--- config.mk ---
export PLATFORM = sky130hd
export DESIGN_NAME = ext_pipe
export DESIGN_NICKNAME = d
export VERILOG_FILES = /design/src/rtl/ext_pipe.sv
export SDC_FILE = /design/constraint.sdc
export NUM_CORES = 1
export LEC_CHECK = 0
export ABC_CLOCK_PERIOD_IN_PS = 1750
export BUFFER_PORTS_ARGS = -buffer_cell sky130_fd_sc_hd__buf_2
export CAP_MARGIN = 0
export CORE_AREA = 2 2 109 111
export CTS_CLUSTER_SIZE = 20
export DETAILED_ROUTE_END_ITERATION = 10
export DIE_AREA = 0 0 111 113
export GPL_ROUTABILITY_DRIVEN = 0
export MAX_ROUTING_LAYER = met4
export SLEW_MARGIN = 30
export SYNTH_ARGS = -nofsm -noshare
export SYNTH_HDL_FRONTEND = slang
export SYNTH_SLANG_ARGS = --single-unit
--- constraint.sdc ---
create_clock -name clk -period 1.75 [get_ports clk]
set_input_delay 0.0875 -clock clk [delete_from_list [all_inputs] [get_ports clk]]
set_output_delay 0.0875 -clock clk [all_outputs]
set_load 0.1 [all_outputs]
--- src/rtl/ext_pipe.sv ---
// ext_pipe: pipelined immediate / load-data extender with a 2-entry output buffer.
// Optional feature macro: EXT_PIPE_ALIGN_CHK_EN (misaligned half-word check, sticky err).
module ext_pipe #(
  parameter int unsigned IMM_W  = 16,
  parameter int unsigned DATA_W = 32
) (
  input  logic              clk,
  input  logic              reset,
  input  logic              in_valid,
  output logic              in_ready,
  input  logic [DATA_W-1:0] in_src,
  input  logic [2:0]        in_mode,
  input  logic [1:0]        in_off,
  output logic              out_valid,
  input  logic              out_ready,
  output logic [DATA_W-1:0] out_data,
  output logic              err
);

  localparam int unsigned NB = DATA_W / 8;
  localparam int unsigned PW = (DATA_W > 32) ? DATA_W : 32;

  typedef enum logic [1:0] {
    ST_EMPTY = 2'd0,
    ST_ONE   = 2'd1,
    ST_TWO   = 2'd2
  } state_t;

  state_t              r_state;
  logic [DATA_W-1:0]   r_out;
  logic [DATA_W-1:0]   r_skid;

  logic [IMM_W-1:0]    w_imm;
  logic [PW-1:0]       w_pad;
  logic [1:0]          w_boff;
  logic [7:0]          w_byte;
  logic [15:0]         w_half;
  logic [DATA_W-1:0]   w_sext;
  logic [DATA_W-1:0]   w_ext;
  logic                w_misalign;
  logic                w_acc;
  logic                w_drn;

  // Lane extraction; source is zero-padded so half lanes stay in range for narrow DATA_W
  assign w_imm  = in_src[IMM_W-1:0];
  assign w_pad  = PW'(in_src);
  assign w_boff = 2'(32'(in_off) % NB);
  assign w_byte = w_pad[{w_boff, 3'b000} +: 8];
  assign w_half = w_pad[{w_boff[1], 4'b0000} +: 16];
  assign w_sext = DATA_W'($signed(w_imm));

`ifdef EXT_PIPE_ALIGN_CHK_EN
  assign w_misalign = in_mode[2] & in_mode[1] & in_off[0];
`else
  assign w_misalign = 1'b0;
`endif

  // Extension result for the request presented this cycle
  always_comb begin
    w_ext = '0;
    case (in_mode)
      3'b000:  w_ext = w_sext;
      3'b001:  w_ext = DATA_W'(w_imm);
      3'b010:  w_ext = {w_imm, {(DATA_W-IMM_W){1'b0}}};
      3'b011:  w_ext = {w_sext[DATA_W-3:0], 2'b00};
      3'b100:  w_ext = DATA_W'($signed(w_byte));
      3'b101:  w_ext = DATA_W'(w_byte);
      3'b110:  w_ext = DATA_W'($signed(w_half));
      3'b111:  w_ext = DATA_W'(w_half);
      default: w_ext = '0;
    endcase
    if (w_misalign) w_ext = '0;
  end

  assign in_ready  = (r_state != ST_TWO);
  assign out_valid = (r_state != ST_EMPTY);
  assign out_data  = r_out;
  assign w_acc     = in_valid & in_ready;
  assign w_drn     = out_valid & out_ready;

  // Output register + skid slot; strict FIFO order, skid refills output on drain
  always_ff @(posedge clk) begin
    if (!reset) begin
      r_state <= ST_EMPTY;
      r_out   <= '0;
      r_skid  <= '0;
    end else begin
      case (r_state)
        ST_EMPTY: begin
          if (w_acc) begin
            r_out   <= w_ext;
            r_state <= ST_ONE;
          end
        end
        ST_ONE: begin
          if (w_acc && !w_drn) begin
            r_skid  <= w_ext;
            r_state <= ST_TWO;
          end else if (w_acc && w_drn) begin
            r_out   <= w_ext;
          end else if (w_drn) begin
            r_state <= ST_EMPTY;
          end
        end
        ST_TWO: begin
          if (w_drn) begin
            r_out   <= r_skid;
            r_state <= ST_ONE;
          end
        end
        default: r_state <= ST_EMPTY;
      endcase
    end
  end

`ifdef EXT_PIPE_ALIGN_CHK_EN
  logic r_err;

  // Sticky misalignment flag, cleared only by reset
  always_ff @(posedge clk) begin
    if (!reset) begin
      r_err <= 1'b0;
    end else if (w_acc && w_misalign) begin
      r_err <= 1'b1;
    end
  end

  assign err = r_err;
`else
  assign err = 1'b0;
`endif

endmodule
After elaboration in Yosys (flattened, before gate mapping)
Cells that the tools add are included.
W data, S select, Z words.

cells by class
  multiplexer cells = 12
  equality and inequality tests = 16
  shift operators = 2
  reduce and logical (&&, ||, !) cells = 10
  bitwise operators = 2

operators by type and width
  operator              number
  $pmux W32 S8          1
  $mux W32              4
  $pmux W32 S3          1
  $shiftx A32 B6 Y16    1
  $shiftx A32 B6 Y8     1
  $eq A3 B3 Y1 const B  4
  $mux W2               5
  $ne A2 B2 Y1 const B  5
  $eq A3 B2 Y1 const B  2
  $ne A3 B3 Y1 const B  2
  $pmux W2 S3           1
  $reduce_and A5 Y1     1
  $reduce_and A4 Y1     1
  $eq A3 B1 Y1 const B  1
  $logic_not A3 Y1      1
  $reduce_bool A3 Y1    1
  $and A1 B1 Y1         2
  $eq A2 B1 Y1 const B  1
  $eq A2 B2 Y1 const B  1
  $logic_and A1 B1 Y1   2
  $logic_not A2 Y1      1
  $reduce_and A2 Y1     1
  $reduce_bool A2 Y1    1
  $logic_not A1 Y1      1

word-level totals
  flip-flop bits (word level) = 66
  word-level logic and storage cells = 45

Logic depth before layout (Yosys ltp)
  depth in word-level cells = 6
  mapped depth = 7

Worst setup path after synthesis
No wires, ideal clock.

  kind = flip-flop to flip-flop
  from = register r_state[0]
  to = register r_out[19], in the netlist out_data[19]
  clock period less this slack = 2.226 ns
  arrival = 2.139 ns
  slack = -0.476 ns
  cell stages (with the launch flop) = 6
  cells stage by stage = dfxtp_1 nor2b_1 inv_1 clkbuf_1 o21ai_0 a221oi_2

on the way
  elaborated cells on any way between the ends = 17
  those cells by class = eq/ne (7); mux (1); bitwise (2); reduce/logical (7)

RTL lines
  what                                    line    RTL
  from (decl)                             29      state_t r_state;
  from (signal assigned)                  84      r_state <= ST_EMPTY;
  from (signal assigned)                  92      r_state <= ST_ONE;
  from (signal assigned)                  98      r_state <= ST_TWO;
  $ne A2 B2 Y1 (*)                        75      assign in_ready = (r_state != ST_TWO);
  named net in_ready                      10      output logic in_ready,
  $and A1 B1 Y1 (*)                       78      assign w_acc = in_valid & in_ready;
  $logic_and A1 B1 Y1 (on tied branches)  99, 96
  $ne A2 B2 Y1 (no line)                  -
  $reduce_and A5 Y1 (no line) (*)         -
  to (signal assigned)                    91      r_out <= w_ext;
  to (signal assigned)                    100     r_out <= w_ext;
  to (signal assigned)                    107     r_out <= r_skid;
  to (decl)                               30      logic [DATA_W-1:0] r_out;

The timed path passes the listed nets; every way through them passes the cells marked *.
A chain may end at the register's enable or synchronous reset.

Final worst setup path
  from = register r_state[0]
  to = output port in_ready

on the way
  longest elaborated chain between the ends = 1

RTL lines
  what          line
  $ne A2 B2 Y1  75
  to (decl)     10

No other way between the ends.

==> metrics.json <==
{
  "vdd_ir_drop_max": {"value": 0.6207, "unit": "mV"},
  "synth.net_count": {"value": 455},
  "die_area": {"value": 12540, "unit": "um^2"},
  "dr.pass1.iters": {"value": 5},
  "hold_depth": {"value": 3},
  "post_cts_hold_buffer_count": {"value": 0},
  "drv.max_cap_violation_count": {"value": 0},
  "synth-async-reset-ratio": {"value": 0},
  "startpoint_type": {"value": "flip-flop"},
  "crit_required": {"value": 1.66, "unit": "ns"},
  "power.share.sequential": {"value": 0.351},
  "max-clock-path-buffers": {"value": 2},
  "share_comb_of_total_power": {"value": 0.288},
  "synth_flop_cell": {"value": "dfxtp_1"},
  "cts_tree": {"value": "built"},
  "syn_area": {"value": 3538, "unit": "um^2"},
  "worst_r2r_endpoint": {"value": "out_data[10]$_SDFFE_PN0P_"},
  "holdPathEnd": {"value": "r_skid[2]$_SDFFE_PN0P_"},
  "min_path_type": {"value": "in2reg"},
  "regToRegStartpoint": {"value": "r_state[1]$_SDFFE_PN0P_"},
  "route.detailed.wl_per_inst": {"value": 18.07, "unit": "um"},
  "ys_ff_latch": {"value": 66},
  "pwr-share-clk": {"value": 0.362},
  "initial_antenna_violation_count": {"value": 0},
  "rsz0062_at_grt": {"value": "false"},
  "ios": {"value": 76},
  "post-route-drc-count": {"value": 0},
  "worst-path-max-fanout": {"value": 32},
  "num_clock_sinks": {"value": 66},
  "power.internal": {"value": 3052, "unit": "uW"},
  "timing.setup.critical_path_class": {"value": "reg2out"},
  "syn_area_per_cell": {"value": 8.547, "unit": "um^2"},
  "drt_iter0_markers": {"value": 257},
  "netlist_instances": {"value": 414},
  "synthAdderAreaFrac": {"value": 0},
  "worstHoldStart": {"value": "in_src[2]"},
  "yosys-mux-area-fraction": {"value": 0.06612},
  "synth_simple_gate_area_share": {"value": 0.1269},
  "final.setup_skew": {"value": 0.006826, "unit": "ns"},
  "die_w": {"value": 111, "unit": "um"},
  "post_synth_num_cell_types": {"value": 55},
  "syn2layout_area_growth": {"value": 25.88, "unit": "%"},
  "yosys.area_share.xor_xnor": {"value": 0},
  "clockRootBuffer": {"value": "clkbuf_16"},
  "number_of_setup_violations_in_the_final_report": {"value": 0},
  "p_per_area": {"value": 1067, "unit": "nW/um^2"},
  "floorplan.initialDensity": {"value": 0.3139},
  "critPathCaptureType": {"value": "output port"},
  "insertion_delay": {"value": 0.33, "unit": "ns"},
  "outcome": {"value": "completed"},
  "setup_total_negative_slack": {"value": 0, "unit": "ns"},
  "htree_levels": {"value": 3},
  "crit_arrival": {"value": 1.51, "unit": "ns"},
  "combinational_family_with_the_most_area_after_synthesis": {"value": "compound AO/OA/AOI/OAI gates"},
  "global_route_wire_length_before_repair": {"value": 18.42, "unit": "mm"},
  "fin_nets": {"value": 522},
  "yosysWarnings": {"value": 0},
  "buffer_ports.inserted": {"value": 74},
  "synth_compound_area_frac": {"value": 0.3752},
  "vias": {"value": 3563},
  "floorplan.core_area": {"value": 11270, "unit": "um^2"},
  "drt_wl_total": {"value": 11.33, "unit": "mm"},
  "cts-buffers-inserted": {"value": 9},
  "reg2reg_depth": {"value": 5},
  "grt.total_usage": {"value": 0.1868},
  "insertedDiodeCount": {"value": 0},
  "yosysSeqAreaShare": {"value": 0.3734},
  "finalHoldViolCount": {"value": 0},
  "detailedPlacementHpwl": {"value": 7.986, "unit": "mm"},
  "floorplan.die.height": {"value": 113, "unit": "um"},
  "layout-drive-gt1-share": {"value": 0.2831},
  "post-route-min-period": {"value": 1.602, "unit": "ns"},
  "routed_via_density": {"value": 5.683},
  "leakagePower": {"value": 0.001719, "unit": "uW"},
  "fin_worst_hold_slack": {"value": 0.07092, "unit": "ns"},
  "clk_pin_slew_worst_setup_hold_paths": {"value": 0.05, "unit": "ns"},
  "globalRouteOverflowTotal": {"value": 0},
  "drtAntennaViolNets": {"value": 0},
  "final_max_slew_violation_count": {"value": 0},
  "min_period_over_period": {"value": 0.9153},
  "number_of_enable_type_register_cells_in_the_synthesized_netlist": {"value": 0},
  "grt_max_degree": {"value": 49},
  "switching_power": {"value": 1700, "unit": "uW"},
  "timing.reg2reg.setup_slack": {"value": 0.15, "unit": "ns"},
  "rows": {"value": 39},
  "power.share.switching": {"value": 0.3578},
  "grt_pass1_vias": {"value": 3535},
  "clock.fmax": {"value": 624.3, "unit": "MHz"}
}
[critical path: stages, from the launching register on]
cell and delay (ns):
dfxtp_1 0.33, buf_4 0.15, nor2b_1 0.06, inv_1 0.09, buf_12 0.19, clkbuf_4 0.36
[kinds of logic after synthesis]
| family | count (synthesis) |
|---|---|
| compound gates | 196 |
| mux | 21 |
| buf+inv | 42 |
| other cells | 1 |
| simple gates | 88 |
| flops | 66 |
[power by group through the flow]
stage	Sequential, uW	Combinational, uW	Clock [uW]
2_1_floorplan	2210	502	0
3_3_place_gp	1700	1340	0
3_5_place_dp	1700	1350	0
4_1_cts	1670	1360	1740
5_1_grt	1680	1450	1820
6_report	1670	1370	1720
[metrics by stage]
step	instance area [um^2]	std cells	power, uW	utilization	setup slack (ns)
after global placement	4120	612	3035	0.3655	-0.01631
final	4454	627	4752	0.3952	0.1483
after detailed placement	4120	612	3050	0.3655	-0.06223
after CTS	4410	626	4766	0.3913	0.0005045
after global routing	4454	627	4953	0.3952	0.02534
after floorplan	3540	414	2711	-	0.08736
[area by class of cell]
class | instances | area (um^2)
Sequential cell | 66 | 1323
Inverter | 4 | 15.01
Multi-Input combinational cell | 306 | 2052
Tap cell | 143 | 178.9
Fill cell | 1144 | 6818
Timing Repair Buffer | 94 | 610.6
Clock buffer | 11 | 232.7
Clock inverter | 3 | 42.54
[how the worst max path moves through the flow]
stage                                       start                        end  slack [ns]  depth (start not counted)
after floorplan           r_state[0]$_SDFFE_PN0P_  out_data[19]$_SDFFE_PN0P_        0.09                          5
after global placement    r_state[1]$_SDFFE_PN0P_    r_skid[15]$_SDFFE_PN0P_       -0.02                          5
after detailed placement  r_state[1]$_SDFFE_PN0P_    r_skid[22]$_SDFFE_PN0P_       -0.06                          5
after CTS                 r_state[1]$_SDFFE_PN0P_  out_data[10]$_SDFFE_PN0P_      0.0005                          5
after global routing      r_state[1]$_SDFFE_PN0P_  out_data[10]$_SDFFE_PN0P_        0.03                          5
final                     r_state[0]$_SDFFE_PN0P_                   in_ready        0.15                          5
[state kept, by name, indices dropped and copies added, names as in the netlist]
name,cells
out_data,32
r_skid,32
r_state,2
[Yosys cell counts (3+ instances only)]
| cell | instances | area share |
|---|---|---|
| a21oi_1 | 52 | 0.074 |
| a221oi_1 | 19 | 0.047 |
| a221oi_2 | 10 | 0.042 |
| a22oi_1 | 4 | 0.0085 |
| a31oi_1 | 15 | 0.027 |
| buf_2 | 11 | 0.016 |
| buf_4 | 4 | 0.0085 |
| clkbuf_1 | 19 | 0.020 |
| dfxtp_1 | 66 | 0.37 |
| inv_1 | 3 | 0.0032 |
| mux2_2 | 9 | 0.029 |
| mux2i_1 | 11 | 0.031 |
| nand2_1 | 36 | 0.038 |
| nand2b_1 | 4 | 0.0071 |
| nand3_1 | 12 | 0.017 |
| nor2_1 | 6 | 0.0064 |
| nor2b_1 | 6 | 0.011 |
| o211ai_1 | 8 | 0.017 |
| o21ai_0 | 60 | 0.085 |
| o2bb2ai_1 | 4 | 0.0099 |
| o31a_1 | 5 | 0.012 |
| or3_1 | 6 | 0.011 |
[placed cells by master, fill, tap and decap left out, types with 3 or more instances in the layout]
cell type and instances:
mux2_2 9, a21oi_1 52, clkbuf_16 9, or3_1 6
nand2b_1 4, a221oi_1 19, inv_1 3, nor2b_1 5
buf_12 7, buf_2 73, o211ai_1 8, a31oi_1 15
nand3_1 12, nor2_1 6, o31a_1 5, a22oi_1 4
a221oi_2 10, o21ai_0 60, dfxtp_1 65, o2bb2ai_1 4
nand2_1 36, buf_4 13, mux2i_1 10
[layer usage]
metal,routed length [um],track usage,up-vias
met5,0,-,-
li1,-,-,1716
met1,5011,0.2373,1670
met3,857,0.05463,23
met4,204,0.05750,0
met2,5256,0.2888,154
[what timing repair did]
item	in CTS	in global routing
cloned	0	0
buffers inserted	0	1
endpoints found under the setup margin	24	47
pin swaps	0	1
resized for setup	3	7
Power figures use the tool's default switching activity.
